[src/rtl/ram_mp.sv]
// Flip-flop multi-port RAM: RPORT read / WPORT write ports, byte enables,
// read latency 0..2, optional same-cycle write forwarding and a clear
// sequencer that zeroes the array after reset or on init_req.
// Optional per-lane even parity storage and perr/pinj ports: `RAM_MP_PARITY_EN.
module ram_mp #(
  parameter  int DATA   = 32,
  parameter  int BYTE   = 8,
  parameter  int DEPTH  = 16,
  parameter  int RPORT  = 2,
  parameter  int WPORT  = 1,
  parameter  int RD_LAT = 1,
  parameter  int BYPASS = 1,
  localparam int ADDR   = $clog2(DEPTH),
  localparam int BE     = DATA / BYTE
) (
  input  logic                       clk,
  input  logic                       reset_,
  input  logic                       init_req,
  output logic                       busy,
  input  logic [RPORT-1:0]           ren,
  input  logic [RPORT-1:0][ADDR-1:0] raddr,
  output logic [RPORT-1:0][DATA-1:0] rdata,
  output logic [RPORT-1:0]           rvalid,
`ifdef RAM_MP_PARITY_EN
  output logic [RPORT-1:0]           perr,
  input  logic [WPORT-1:0]           pinj,
`endif
  input  logic [WPORT-1:0]           wen,
  input  logic [WPORT-1:0][ADDR-1:0] waddr,
  input  logic [WPORT-1:0][DATA-1:0] wdata,
  input  logic [WPORT-1:0][BE-1:0]   wbe
);

  typedef enum logic {
    S_INIT,
    S_READY
  } state_e;

  localparam logic [ADDR-1:0] LAST = ADDR'(DEPTH - 1);

  function automatic logic in_range(input logic [ADDR-1:0] a);
    return int'(a) < DEPTH;
  endfunction

  state_e          state_q, state_d;
  logic [ADDR-1:0] clr_q, clr_d;
  logic            ready;

  // ---------------------------------------------------------------------------
  // Clear sequencer
  // ---------------------------------------------------------------------------
  // NOTE: state registers use non-blocking assignments so every flop samples
  // the pre-edge value of every other flop, independent of block ordering.
  always_ff @(posedge clk or negedge reset_) begin
    if (!reset_) begin
      state_q <= S_INIT;
      clr_q   <= '0;
    end else begin
      state_q <= state_d;
      clr_q   <= clr_d;
    end
  end

  // NOTE: defaults first, so no path through the case leaves a signal
  // unassigned and infers a latch.
  always_comb begin
    state_d = state_q;
    clr_d   = clr_q;
    case (state_q)
      S_INIT: begin
        clr_d = clr_q + ADDR'(1);
        if (clr_q == LAST) begin
          state_d = S_READY;
          clr_d   = '0;
        end
      end
      S_READY: begin
        if (init_req) begin
          state_d = S_INIT;
          clr_d   = '0;
        end
      end
      default: begin
        state_d = S_INIT;
        clr_d   = '0;
      end
    endcase
  end

  assign ready = (state_q == S_READY);
  assign busy  = (state_q == S_INIT);

  // ---------------------------------------------------------------------------
  // Write side
  // ---------------------------------------------------------------------------
  logic [WPORT-1:0] wr_ok;

  always_comb begin
    wr_ok = '0;
    for (int j = 0; j < WPORT; j++) begin
      wr_ok[j] = ready && wen[j] && in_range(waddr[j]);
    end
  end

`ifdef RAM_MP_PARITY_EN
  logic [WPORT-1:0][BE-1:0] wr_par;

  // Even parity per lane; pinj flips the stored bit of every lane written.
  always_comb begin
    wr_par = '0;
    for (int j = 0; j < WPORT; j++) begin
      for (int k = 0; k < BE; k++) begin
        wr_par[j][k] = (^wdata[j][k*BYTE +: BYTE]) ^ pinj[j];
      end
    end
  end
`endif

  logic [DATA-1:0] mem [DEPTH];
`ifdef RAM_MP_PARITY_EN
  logic [BE-1:0]   par_mem [DEPTH];
`endif

  // NOTE: the array has no reset; the clear sequencer zeroes it one entry per
  // cycle, so the storage stays plain enable flops.
  // Later ports overwrite earlier ones in loop order, so the highest port
  // index wins per lane.
  always_ff @(posedge clk) begin
    if (!ready) begin
      mem[clr_q] <= '0;
`ifdef RAM_MP_PARITY_EN
      par_mem[clr_q] <= '0;
`endif
    end else begin
      for (int j = 0; j < WPORT; j++) begin
        for (int k = 0; k < BE; k++) begin
          if (wr_ok[j] && wbe[j][k]) begin
            mem[waddr[j]][k*BYTE +: BYTE] <= wdata[j][k*BYTE +: BYTE];
`ifdef RAM_MP_PARITY_EN
            par_mem[waddr[j]][k] <= wr_par[j][k];
`endif
          end
        end
      end
    end
  end

  // ---------------------------------------------------------------------------
  // Read side: array lookup merged with same-cycle writes when BYPASS=1
  // ---------------------------------------------------------------------------
  logic [RPORT-1:0]           rd_fire;
  logic [RPORT-1:0][DATA-1:0] rd_word;
`ifdef RAM_MP_PARITY_EN
  logic [RPORT-1:0][BE-1:0]   rd_par;
  logic [RPORT-1:0]           rd_perr;
`endif

  // Out-of-range and idle reads leave the word (and parity) at zero.
  always_comb begin
    rd_fire = '0;
    rd_word = '0;
`ifdef RAM_MP_PARITY_EN
    rd_par  = '0;
    rd_perr = '0;
`endif
    for (int i = 0; i < RPORT; i++) begin
      rd_fire[i] = ready && ren[i];
      if (rd_fire[i] && in_range(raddr[i])) begin
        rd_word[i] = mem[raddr[i]];
`ifdef RAM_MP_PARITY_EN
        rd_par[i] = par_mem[raddr[i]];
`endif
        for (int j = 0; j < WPORT; j++) begin
          for (int k = 0; k < BE; k++) begin
            if ((BYPASS != 0) && wr_ok[j] && wbe[j][k] && (waddr[j] == raddr[i])) begin
              rd_word[i][k*BYTE +: BYTE] = wdata[j][k*BYTE +: BYTE];
`ifdef RAM_MP_PARITY_EN
              rd_par[i][k] = wr_par[j][k];
`endif
            end
          end
        end
      end
`ifdef RAM_MP_PARITY_EN
      for (int k = 0; k < BE; k++) begin
        rd_perr[i] = rd_perr[i] | ((^rd_word[i][k*BYTE +: BYTE]) ^ rd_par[i][k]);
      end
`endif
    end
  end

  // ---------------------------------------------------------------------------
  // Read latency
  // ---------------------------------------------------------------------------
  if (RD_LAT == 0) begin : g_comb
    assign rvalid = rd_fire;
    assign rdata  = rd_word;
`ifdef RAM_MP_PARITY_EN
    assign perr   = rd_perr;
`endif
  end else begin : g_pipe
    logic [RPORT-1:0]           vld_q [RD_LAT];
    logic [RPORT-1:0][DATA-1:0] dat_q [RD_LAT];
`ifdef RAM_MP_PARITY_EN
    logic [RPORT-1:0]           err_q [RD_LAT];
`endif

    // Reset flushes in-flight reads; an init_req lets them drain normally.
    always_ff @(posedge clk or negedge reset_) begin
      if (!reset_) begin
        for (int s = 0; s < RD_LAT; s++) begin
          vld_q[s] <= '0;
          dat_q[s] <= '0;
`ifdef RAM_MP_PARITY_EN
          err_q[s] <= '0;
`endif
        end
      end else begin
        vld_q[0] <= rd_fire;
        dat_q[0] <= rd_word;
`ifdef RAM_MP_PARITY_EN
        err_q[0] <= rd_perr;
`endif
        for (int s = 1; s < RD_LAT; s++) begin
          vld_q[s] <= vld_q[s-1];
          dat_q[s] <= dat_q[s-1];
`ifdef RAM_MP_PARITY_EN
          err_q[s] <= err_q[s-1];
`endif
        end
      end
    end

    assign rvalid = vld_q[RD_LAT-1];
    assign rdata  = dat_q[RD_LAT-1];
`ifdef RAM_MP_PARITY_EN
    assign perr   = err_q[RD_LAT-1];
`endif
  end

endmodule
[config.mk]
export PLATFORM = sky130hd
export DESIGN_NAME = ram_mp
export DESIGN_NICKNAME = d
export VERILOG_FILES = /design/src/rtl/ram_mp.sv
export SDC_FILE = /design/constraint.sdc
export NUM_CORES = 1
export LEC_CHECK = 0
export CAP_MARGIN = 10
export CORE_AREA = 10 10 324 326
export CTS_CLUSTER_DIAMETER = 60
export DETAILED_ROUTE_END_ITERATION = 8
export DIE_AREA = 0 0 334 336
export DONT_BUFFER_PORTS = 1
export HOLD_SLACK_MARGIN = 0.08
export PLACE_DENSITY = 0.47
export SYNTH_ARGS = -nofsm -noshare
export SYNTH_HDL_FRONTEND = slang
export SYNTH_SLANG_ARGS = --single-unit
export TNS_END_PERCENT = 100
[constraint.sdc]
create_clock -name clk -period 3 [get_ports clk]
set_input_delay 0.6 -clock clk [delete_from_list [all_inputs] [get_ports clk]]
set_output_delay 0.6 -clock clk [all_outputs]
set_load 0.02 [all_outputs]
==> metrics.md <==
| Metric | Value |
|---|---|
| Peak VDD IR | `~0.39 mV` |
| Synth unique cells | `32` |
| FF-to-FF setup slack | `between 0.3 and 0.4 ns` |
| Maximum number of pins on one net before global-route repair | `130` |
| Setup repair after global routing missed its margin | `false` |
| Die span in y | `336 um` |
| Critical Path, Cell by Cell | `nand2_2 > nor2_2 > mux2_2 > buf_12 > nor3_1` |
| GR Util met3 | `4.94%` |
| Final HPWL DP | `55200 um` |
| Status | `completed` |
| GR Util met2 | `a little under a quarter` |
| Remaining global-route overflow | `0` |
| Startpoint type of the worst setup path | `flip-flop` |
| Number of clock buffers inserted by TritonCTS | `68` |
| Pre-Repair DR Iteration Count | `6` |
| Capturing point of the worst reg2reg path | `mem[12][24]` |
| Final setup TNS | `0 ns` |
| Clock Skew | `0.0189 ns` |
| Post-route cell area | `30800 um^2` |
| Pwr dens | `782 nW/um^2` |
| Leak | `10.2 nW` |
| Detailed-route wire length per cell | `29.9 um` |
| Met1 track utilization from global routing | `around a fifth` |
| Stage delay of the slowest cell on the critical path | `just under 1 ns` |
| Most frequent cells in the layout | `edfxtp_1 (512), mux4_2 (256), a22o_1 (112), buf_4 (107), nor3_1 (98)` |
| Power consumption | `24.1 mW` |
| Transition time of the tightest slew-check pin | `1.22 ns` |
| Sum of buffers and inverters on the critical path | `1` |
| Sink count of the clock tree | `583` |
| Max-Cap Viols | `0` |
| Initial antenna violation count | `0` |
| Syn Area/Cell | `18.6 um^2` |
| Area growth, synth to finish | `17.0%` |
| Number of nets in the layout | `1561` |
| Fin util | `31.4%` |
| Maximum clock insertion buffer count | `3` |
| Flip-flop cell with the highest count after synthesis | `edfxtp_1` |
| Clock-pin transition on the worst setup and hold timing paths | `~0.060 ns` |
| Worst hold path type | `input pin to flip-flop` |
| Critical path class | `flip-flop to flip-flop` |
| Number of flops mapped to enable cells by yosys | `roughly 510` |
| Area post-placement | `28500 um^2` |
| Crit path DAT | `~2.8 ns` |
| Drt initial violations | `between 1500 and 2000` |
| Number of global-route vias before repair | `~16000` |
| Number of cells produced by synthesis | `1419` |
| Wire length of the first global-routing pass | `122000 um` |
| Slowest stage cell, crit path | `nor3_1` |
| Relative slew margins | `roughly 18%` |
| Endpoints failing hold | `0` |
| Clock tree from TritonCTS | `built` |
| RD Place Congestion | `0.823` |
| Total routing usage reported by global routing | `15.0%` |
| Source of the worst register-to-register timing path | `ready` |
| Ratio of cells with drive above 1 in the final layout | `32.4%` |
| Buffers on Ports | `0` |
| Std cell rows | `approximately 120` |
| Effective utilization at floorplan | `26.8%` |
| Total Die Area | `112000 um^2` |
| Via Count | `15045` |
| I/O pin cnt | `roughly 120` |
| Count of endpoints failing setup in the final report | `0` |
| Buffers inserted by post-CTS timing repair | `0` |
| H-Tree Depth | `3` |
| Count of instances resized after the clock tree is built | `0` |
| Period minus WS final | `2.61 ns` |
| Logic depth of the worst register-to-register path | `5` |
| HP Start | `init_req` |
| Netlist area before placement | `26300 um^2` |
| Hold Buf Count CTS | `3` |
| CTS root buffer | `clkbuf_16` |
| Terminating pin of the worst hold path | `clr_q[1]` |
| Sequential fraction of the synthesis area | `between 60% and 70%` |
| Share of async-settable or async-resettable flops after synthesis | `around an eighth` |
| Layer with the highest usage after global routing | `met2` |
| FMAX | `0.384 GHz` |
| Synthesized Nets | `1474` |
| Required arrival time at the worst endpoint | `3.21 ns` |
| Top fanout value on the critical path | `8` |
| Leading cell type in the layout, fill and taps excluded | `edfxtp_1` |
| Number of vias per cell after detailed routing | `5.29` |
| Core area | `98100 um^2` |
| Die outline width | `334 um` |
| Worst hold path depth | `1` |
| Family with the most delay on the worst path | `simple AND/OR/NAND/NOR gates` |
| DRC Markers | `0` |
| Antenna Nets Post-Route | `0` |
| Clock latency reported for the late side of the worst-skew pair | `0.60 ns` |
| Post-detailed-routing wire length | `85100 um` |
| ANT cells | `0` |
| Warnings, synthesis | `0` |
| Fill cell total of the finished layout | `approximately 9500` |
| FF+latch count, synth | `583` |
| Final count of pins violating max slew | `0` |
| Share of the clock period used by the worst path after layout | `86.9%` |
| CP Capture Type | `flip-flop` |
## cells in the mapped netlist (all sizes together) (2+ instances only)
cell type    n  share of area, %
xor2         8              0.27
nand4        6              0.14
a31oi        2             0.048
nand2       25              0.36
buf         39              0.74
o2bb2ai      2             0.067
mux2i        8              0.30
a22o       112               3.7
o22ai       50               1.2
clkbuf      70               1.0
edfxtp     512                58
inv         34              0.48
nor2        58              0.84
a21oi        4             0.076
dfrtp       71               6.7
and2         4             0.095
a22oi       33              0.94
and4         2             0.067
nor2b       12              0.29
a31o         6              0.20
mux4       256                22
nor3        98               1.9
## cell families (layout without fill, tap and decap cells)
| kind of cell | after synthesis | count (layout) | synth area share (%) |
|---|---|---|---|
| flip-flops | 583 | 583 | 65.2 |
| multiplexers | 265 | 265 | 22.3 |
| AO/OA/AOI/OAI | 210 | 210 | 6.26 |
| AND/OR/NAND/NOR | 207 | 207 | 3.75 |
| buffers and inverters | 144 | 283 | 2.23 |
| XOR/XNOR | 9 | 9 | 0.299 |
| adder cells (fa/ha/maj) | 1 | 1 | 0.0475 |
## area by class of cell
cell class	instances	area, um^2	share of cell area (%)
tap	1287	1610	5.23
clock buffer	95	1950	6.32
clock inverter	27	282	0.914
multi-input combinational	692	8660	28.1
sequential	583	17200	55.7
inverter	35	131	0.427
timing repair buffer	126	1010	3.29
## state kept, by name, summed over array words and instances (netlist names)
signal  cells
clr_q       4
mem       512
rdata      64
ready       1
rvalid      2
## per-stage QoR
step	hold WS, ns	instances	setup WS, ns
after floorplan	0.304	1419	0.241
after global placement	0.307	2709	0.0151
after detailed placement	0.307	2709	-0.0144
after CTS	0.0844	2834	0.285
after global routing	0.0925	2845	0.297
final	0.115	2845	0.394
## layer usage
layer  vias to the layer above  share of wire [%]
met5                         -                  0
met4                         0                2.7
met3                       117                9.8
met2                       692                 46
met1                      8036                 42
li1                       6200                  -
## worst max path at each step
stage           start     endpoint  slack [ns]  depth (start not counted)
4_1_cts         ready  mem[13][29]        0.28                          5
5_1_grt         ready  mem[14][18]        0.30                          5
2_1_floorplan     wen  mem[12][24]        0.24                          5
3_3_place_gp   wbe[3]  mem[13][31]        0.02                          5
6_report        ready  mem[12][24]        0.39                          5
3_5_place_dp   wbe[3]  mem[13][31]       -0.01                          6
## worst register-to-register path: stages, from the launching register on
cell and delay, ns:
dfrtp_1 0.36, nand2_2 0.08, nor2_2 0.15, mux2_2 0.47
buf_12 0.19, nor3_1 0.97
## where the power goes
group	leakage [nW]	switching [mW]	internal, mW
logic	3.46	2.63	1.95
clock network	1.09	3.32	4.98
registers	5.68	0.707	10.5
total	10.2	6.65	17.4
(Power assumes the default switching activity.)
